==> config.mk <==
export PLATFORM = sky130hd
export DESIGN_NAME = spike_rate_decoder
export DESIGN_NICKNAME = d
export VERILOG_FILES = /design/src/rtl/snn_pkg.sv /design/src/rtl/spike_channel_counter.sv /design/src/rtl/spike_rate_decoder.sv
export SDC_FILE = /design/constraint.sdc
export NUM_CORES = 1
export LEC_CHECK = 0
export CORE_MARGIN = 2
export CORE_UTILIZATION = 35
export CTS_CLUSTER_SIZE = 14
export DETAILED_ROUTE_END_ITERATION = 7
export GPL_TIMING_DRIVEN = 0
export HOLD_SLACK_MARGIN = 0.1
export PLACE_DENSITY = 0.63
export SLEW_MARGIN = 40
export SYNTH_ARGS = -nofsm -noshare
export SYNTH_HDL_FRONTEND = slang
export SYNTH_SLANG_ARGS = --single-unit
==> constraint.sdc <==
create_clock -name clk -period 4.2 [get_ports clk]
set_input_delay 1.05 -clock clk [delete_from_list [all_inputs] [get_ports clk]]
set_output_delay 1.05 -clock clk [all_outputs]
set_load 0.02 [all_outputs]
==> src/rtl/snn_pkg.sv <==
// Shared definitions for the spiking-network output decoder: FSM state
// encoding, index-width helper and the "no spike" first-time sentinel.
package snn_pkg;

   typedef enum logic [1:0] {
      IDLE    = 2'd0,
      COUNT   = 2'd1,
      RESOLVE = 2'd2,
      DONE    = 2'd3
   } state_t;

   // Winner index width: clog2 of the channel count, but never narrower than one bit.
   function automatic int idx_width(input int n_ch);
      if (n_ch <= 2) return 1;
      return $clog2(n_ch);
   endfunction

   // A first-spike field equal to the window length means the channel never fired.
   function automatic int no_spike(input int window);
      return window;
   endfunction

endpackage

==> src/rtl/spike_channel_counter.sv <==
// Per-channel spike counter with first-spike time capture. Cleared at the
// start of each window; accumulates only while sample_en is high.
module spike_channel_counter
   import snn_pkg::*;
#(
   parameter int WINDOW = 16,
   parameter int CNT_W  = 8
) (
   input  logic             clk,
   input  logic             reset_n,
   input  logic             clear,
   input  logic             sample_en,
   input  logic             spike,
   input  logic [CNT_W-1:0] cyc,
   output logic [CNT_W-1:0] count,
   output logic [CNT_W-1:0] first
);

   localparam logic [CNT_W-1:0] NONE = CNT_W'(no_spike(WINDOW));

   // Count spikes and latch the cycle index of the first one; counts cannot
   // exceed the window length, so no saturation is needed.
   always_ff @(posedge clk or negedge reset_n) begin
      if (!reset_n) begin
         count <= '0;
         first <= '0;
      end else if (clear) begin
         count <= '0;
         first <= NONE;
      end else if (sample_en && spike) begin
         count <= count + 1'b1;
         if (first == NONE) begin
            first <= cyc;
         end
      end
   end

endmodule

==> src/rtl/spike_rate_decoder.sv <==
// Spike-rate decoder: counts spikes per channel over a fixed window, records
// first-spike times, picks a winner and offers the result on valid/ready.
//
// Handshake: out_valid rises when a result is ready and stays high, with all
// result outputs frozen, until an edge sees out_valid && out_ready; that edge
// completes the transfer. start on the same edge restarts immediately.
module spike_rate_decoder
   import snn_pkg::*;
#(
   parameter int N_CH   = 3,
   parameter int WINDOW = 16,
   parameter int CNT_W  = 8,
   parameter int IDX_W  = idx_width(N_CH)
) (
   input  logic                  clk,
   input  logic                  reset_n,
   input  logic                  start,
   input  logic [N_CH-1:0]       spike_in,
   output logic                  busy,
   output logic                  out_valid,
   input  logic                  out_ready,
   output logic [N_CH*CNT_W-1:0] count_flat,
   output logic [N_CH*CNT_W-1:0] first_flat,
   output logic [IDX_W-1:0]      winner,
   output logic                  winner_valid
);

   localparam logic [CNT_W-1:0] LAST_CYC = CNT_W'(WINDOW - 1);

   state_t           state;
   logic [CNT_W-1:0] cyc;
   logic             clear;
   logic             sample_en;
   logic [CNT_W-1:0] cnt_a   [N_CH];
   logic [CNT_W-1:0] first_a [N_CH];
   logic [IDX_W-1:0] best_idx;
   logic [CNT_W-1:0] best_cnt;
   logic [CNT_W-1:0] best_first;
   logic             any_spike;

   // Counters clear whenever a new window is accepted, from IDLE or as a
   // back-to-back restart on the completing handshake edge.
   always_comb begin
      clear     = 1'b0;
      sample_en = 1'b0;
      if (state == IDLE && start) begin
         clear = 1'b1;
      end
      if (state == DONE && out_ready && start) begin
         clear = 1'b1;
      end
      if (state == COUNT) begin
         sample_en = 1'b1;
      end
   end

   genvar g;
   generate
      for (g = 0; g < N_CH; g++) begin : g_ch
         spike_channel_counter #(
            .WINDOW (WINDOW),
            .CNT_W  (CNT_W)
         ) u_cnt (
            .clk       (clk),
            .reset_n   (reset_n),
            .clear     (clear),
            .sample_en (sample_en),
            .spike     (spike_in[g]),
            .cyc       (cyc),
            .count     (cnt_a[g]),
            .first     (first_a[g])
         );
         assign count_flat[g*CNT_W +: CNT_W] = cnt_a[g];
         assign first_flat[g*CNT_W +: CNT_W] = first_a[g];
      end
   endgenerate

   // Winner search: higher count wins, then earlier first spike; a strict
   // comparison leaves remaining ties with the lower index.
   always_comb begin
      best_idx   = '0;
      best_cnt   = cnt_a[0];
      best_first = first_a[0];
      any_spike  = 1'b0;
      for (int i = 0; i < N_CH; i++) begin
         if (cnt_a[i] != '0) begin
            any_spike = 1'b1;
         end
         if (i > 0) begin
            if ((cnt_a[i] > best_cnt) ||
                ((cnt_a[i] == best_cnt) && (first_a[i] < best_first))) begin
               best_idx   = IDX_W'(i);
               best_cnt   = cnt_a[i];
               best_first = first_a[i];
            end
         end
      end
   end

   // Control FSM with registered busy/out_valid/winner outputs.
   always_ff @(posedge clk or negedge reset_n) begin
      if (!reset_n) begin
         state        <= IDLE;
         cyc          <= '0;
         busy         <= 1'b0;
         out_valid    <= 1'b0;
         winner       <= '0;
         winner_valid <= 1'b0;
      end else begin
         case (state)
            IDLE: begin
               if (start) begin
                  state <= COUNT;
                  cyc   <= '0;
                  busy  <= 1'b1;
               end
            end
            COUNT: begin
               cyc <= cyc + 1'b1;
               if (cyc == LAST_CYC) begin
                  state <= RESOLVE;
               end
            end
            RESOLVE: begin
               winner       <= best_idx;
               winner_valid <= any_spike;
               out_valid    <= 1'b1;
               state        <= DONE;
            end
            DONE: begin
               if (out_ready) begin
                  out_valid <= 1'b0;
                  if (start) begin
                     state <= COUNT;
                     cyc   <= '0;
                  end else begin
                     state <= IDLE;
                     busy  <= 1'b0;
                  end
               end
            end
            default: begin
               state <= IDLE;
            end
         endcase
      end
   end

endmodule

==> results.ini <==
[floorplanning]
core_um2 = 10700
ios = 60
dieArea_um2 = 11800
die_x_um = 109
rows = 38
start_util_pct = 35.7
die_h_um = 109

[hold_path]
holdCritPathClass = reg -> reg

[setup_path]
end_kind = register
reg2reg_depth = 14
required_ps = 4470
endpoint = winner[1]
startpoint = g_ch[0].u_cnt.first[6]
path_cells = inv_1, ha_1, nand4_1, o311a_1, o32ai_2, buf_6, buf_6, mux2i_1, ha_1, nand4_1, nor3_1, o2111ai_1, or4b_1, o211ai_2
slowest_stage = or4b_1
cp.arrival_ps = 4230
r2r_slack_ps = 230
critical_path_class = reg -> reg
path_max_fanout = 10
critPathMaxStageDelay_ps = 590
rr_endpoint = winner[1]
cp-start-kind = register
r2r_start = g_ch[0].u_cnt.first[6]

[layout]
fill_cells = 1060
final_nets = 532
seqCellArea_um2 = 1580
antenna_cells = 0
final_cells = 629
multiInputGateArea_um2 = 2070
post-route-util_pct = 45.2
syn_to_final_growth_pct = 26.6
drive_gt1_share_pct = 5.11

[logic_synthesis]
synth_nets = 461
yosys_warnings = 0
syn_area_per_cell_um2 = 9.29
yosys_most_used_dff = dfrtp_1
synth_edf_count = 0
syn_area_um2 = 3830
postSynthCellCount = 413
synth-seq-area-share_pct = 41.1
synth_cell_types = 51
synth-seq-cells = 63
async_flop_share_pct = 100

[pwr]
fin_total_pwr_w = 0.00260
p_per_area_nw_per_um2 = 535
p_leak_nw = 2.33
ir_drop_uv = 277

[detailed_routing]
routedWlPerCell_um = 16.3
drtAntennaViolNets = 0
via_per_inst = 5.27
dr.pass1.iters = 4
drc = 0
drtIter0Drc = 172
wl_um = 10200
vias = 3312

[sta]
hold_viol_final = 0
worstMarginPinSlew_ps = 624
post-route-period-util_pct = 94.4
finalSetupViolCount = 0
relSlewSlack_pct = 58.4
maxSlewViolCount = 0
fin_setup_tns_ps = 0
max_clock_freq_mhz = 252
fin_crit_ps = 3970
rsz0062_at_grt = no
clock_skew_ps = 5.86

[grt]
grt_usage_pct = 18.4
grt_max_degree = 43
antenna_found_initial = 0
grt_pass1_vias = 3254
grt_pass1_wl_um = 16500
overflow = 0

[cts]
clk_pin_slew_worst_paths_ps = 70
cts_tree = yes
postCtsSetupRepairBufs = 0
cts_root_buf = clkbuf_8
clock_latency_ps = 340
numCtsBuffers = 9
cts.repair.resized = 0
clkSinkCount = 63
clk_path_buf_depth = 2
h-tree-depth = 3
postCtsHoldBufs = 0

[job]
cap_violations = 0

[outcome]
outcome = complete, no violations

[placement]
hpwl_um = 7670
dp_cells = 613
portBuffers = 59
gp_congestion = 0.867

state kept, by name, indices dropped and copies added (netlist names):
register and count:
out_valid 1, state 2, g_ch.u_cnt.first 24, winner 2, busy 1, g_ch.u_cnt.count 24
winner_valid 1, cyc 8
worst min-delay path by stage:
| stage | depth (start not counted) | slack [ps] | end | startpoint |
|---|---|---|---|---|
| 2_1_floorplan | 1 | 530 | cyc[3] | cyc[3] |
| 3_3_place_gp | 2 | 520 | winner_valid | winner_valid |
| 3_5_place_dp | 2 | 520 | winner_valid | winner_valid |
| 4_1_cts | 2 | 540 | busy | busy |
| 5_1_grt | 2 | 570 | winner_valid | winner_valid |
| 6_report | 2 | 540 | busy | busy |
power breakdown:
group | switching, W | internal (W)
combinational | 0.000541 | 0.000507
clock | 0.000246 | 0.000393
sequential | 0.000200 | 0.000708
through the flow:
| stage | cell area [um2] | hold slack (ps) | setup slack [ps] |
|---|---|---|---|
| after global routing | 4850 | 565 | 78.2 |
| after global placement | 4600 | 516 | -52.9 |
| final | 4850 | 537 | 233 |
| after CTS | 4850 | 543 | 191 |
| after detailed placement | 4620 | 519 | 231 |
| after floorplan | 3830 | 533 | 820 |
cells in the mapped netlist, types with 2 or more instances:
library cell | number | area share, %
xnor2_1 | 10 | 2.3
clkbuf_1 | 11 | 1.1
o21ai_0 | 11 | 1.4
nor2_1 | 53 | 5.2
a21o_1 | 9 | 1.8
inv_1 | 32 | 3.1
nor4b_1 | 3 | 0.69
nor4_1 | 7 | 1.1
nor2b_1 | 4 | 0.65
nand4_1 | 10 | 1.6
o22ai_1 | 2 | 0.33
or2_2 | 2 | 0.33
or4_1 | 2 | 0.39
o21a_1 | 4 | 0.78
o31ai_1 | 3 | 0.59
nand3_1 | 6 | 0.78
xor2_1 | 9 | 2.1
mux2i_1 | 16 | 4.2
dfrtp_1 | 63 | 41
nand2b_1 | 3 | 0.49
nand2_1 | 35 | 3.4
o221ai_1 | 2 | 0.46
buf_6 | 2 | 0.59
and2_1 | 4 | 0.65
ha_1 | 41 | 13
a21oi_1 | 32 | 4.2
or3_1 | 4 | 0.65
and3_1 | 7 | 1.1
nor3_1 | 4 | 0.52
routing by layer:
metal / wire, um / GRT usage, % / vias up
li1: - / - / 1597
met3: 436 / 2.93 / 21
met2: 4880 / 29.5 / 68
met1: 4660 / 24.4 / 1626
met4: 244 / 8.42 / 0
met5: 0 / 0 / -
critical path, delay by kind of cell, from the launching register on:
family                   cells  cell delay [ps]
AO/OA/AOI/OAI                4             1050
flip-flops                   1              480
AND/OR/NAND/NOR              4             1140
buffers and inverters        3              470
adder cells (fa/ha/maj)      2              650
multiplexers                 1               90
cell usage in the layout (no fill, tap or decap), drive strengths merged, types with 6 or more instances in the layout:
cell,synthesis,routed
dfrtp,63,63
clkdlybuf4s50,0,58
nor2,53,53
ha,41,41
nand2,35,35
inv,32,32
a21oi,32,32
clkbuf,11,21
mux2i,16,16
o21ai,12,12
nand4,10,10
xnor2,10,10
a21o,9,9
xor2,9,9
and3,7,7
nor4,7,7
nand3,6,6
buf,4,6
logic make-up (layout without fill, tap and decap cells):
family / Yosys count / after routing / synth area share [%]
AND/OR/NAND/NOR: 146 / 146 / 18.1
AO/OA/AOI/OAI: 80 / 80 / 13.6
flip-flops: 63 / 63 / 41.1
buffers and inverters: 47 / 123 / 5.02
adder cells (fa/ha/maj): 41 / 41 / 13.4
XOR/XNOR: 19 / 19 / 4.34
multiplexers: 17 / 17 / 4.47
final cells by class:
class                   instances  share of cell area [%]
multi-input cells             303                    42.6
flip-flops and latches         63                    32.5
repair buffers                 60                    12.5
well taps                     140                    3.61
clock buffers                  10                    2.63
inverters                      32                    2.47
clock inverters                 6                    2.24
plain buffers                  15                    1.49
(Power assumes the default switching activity.)
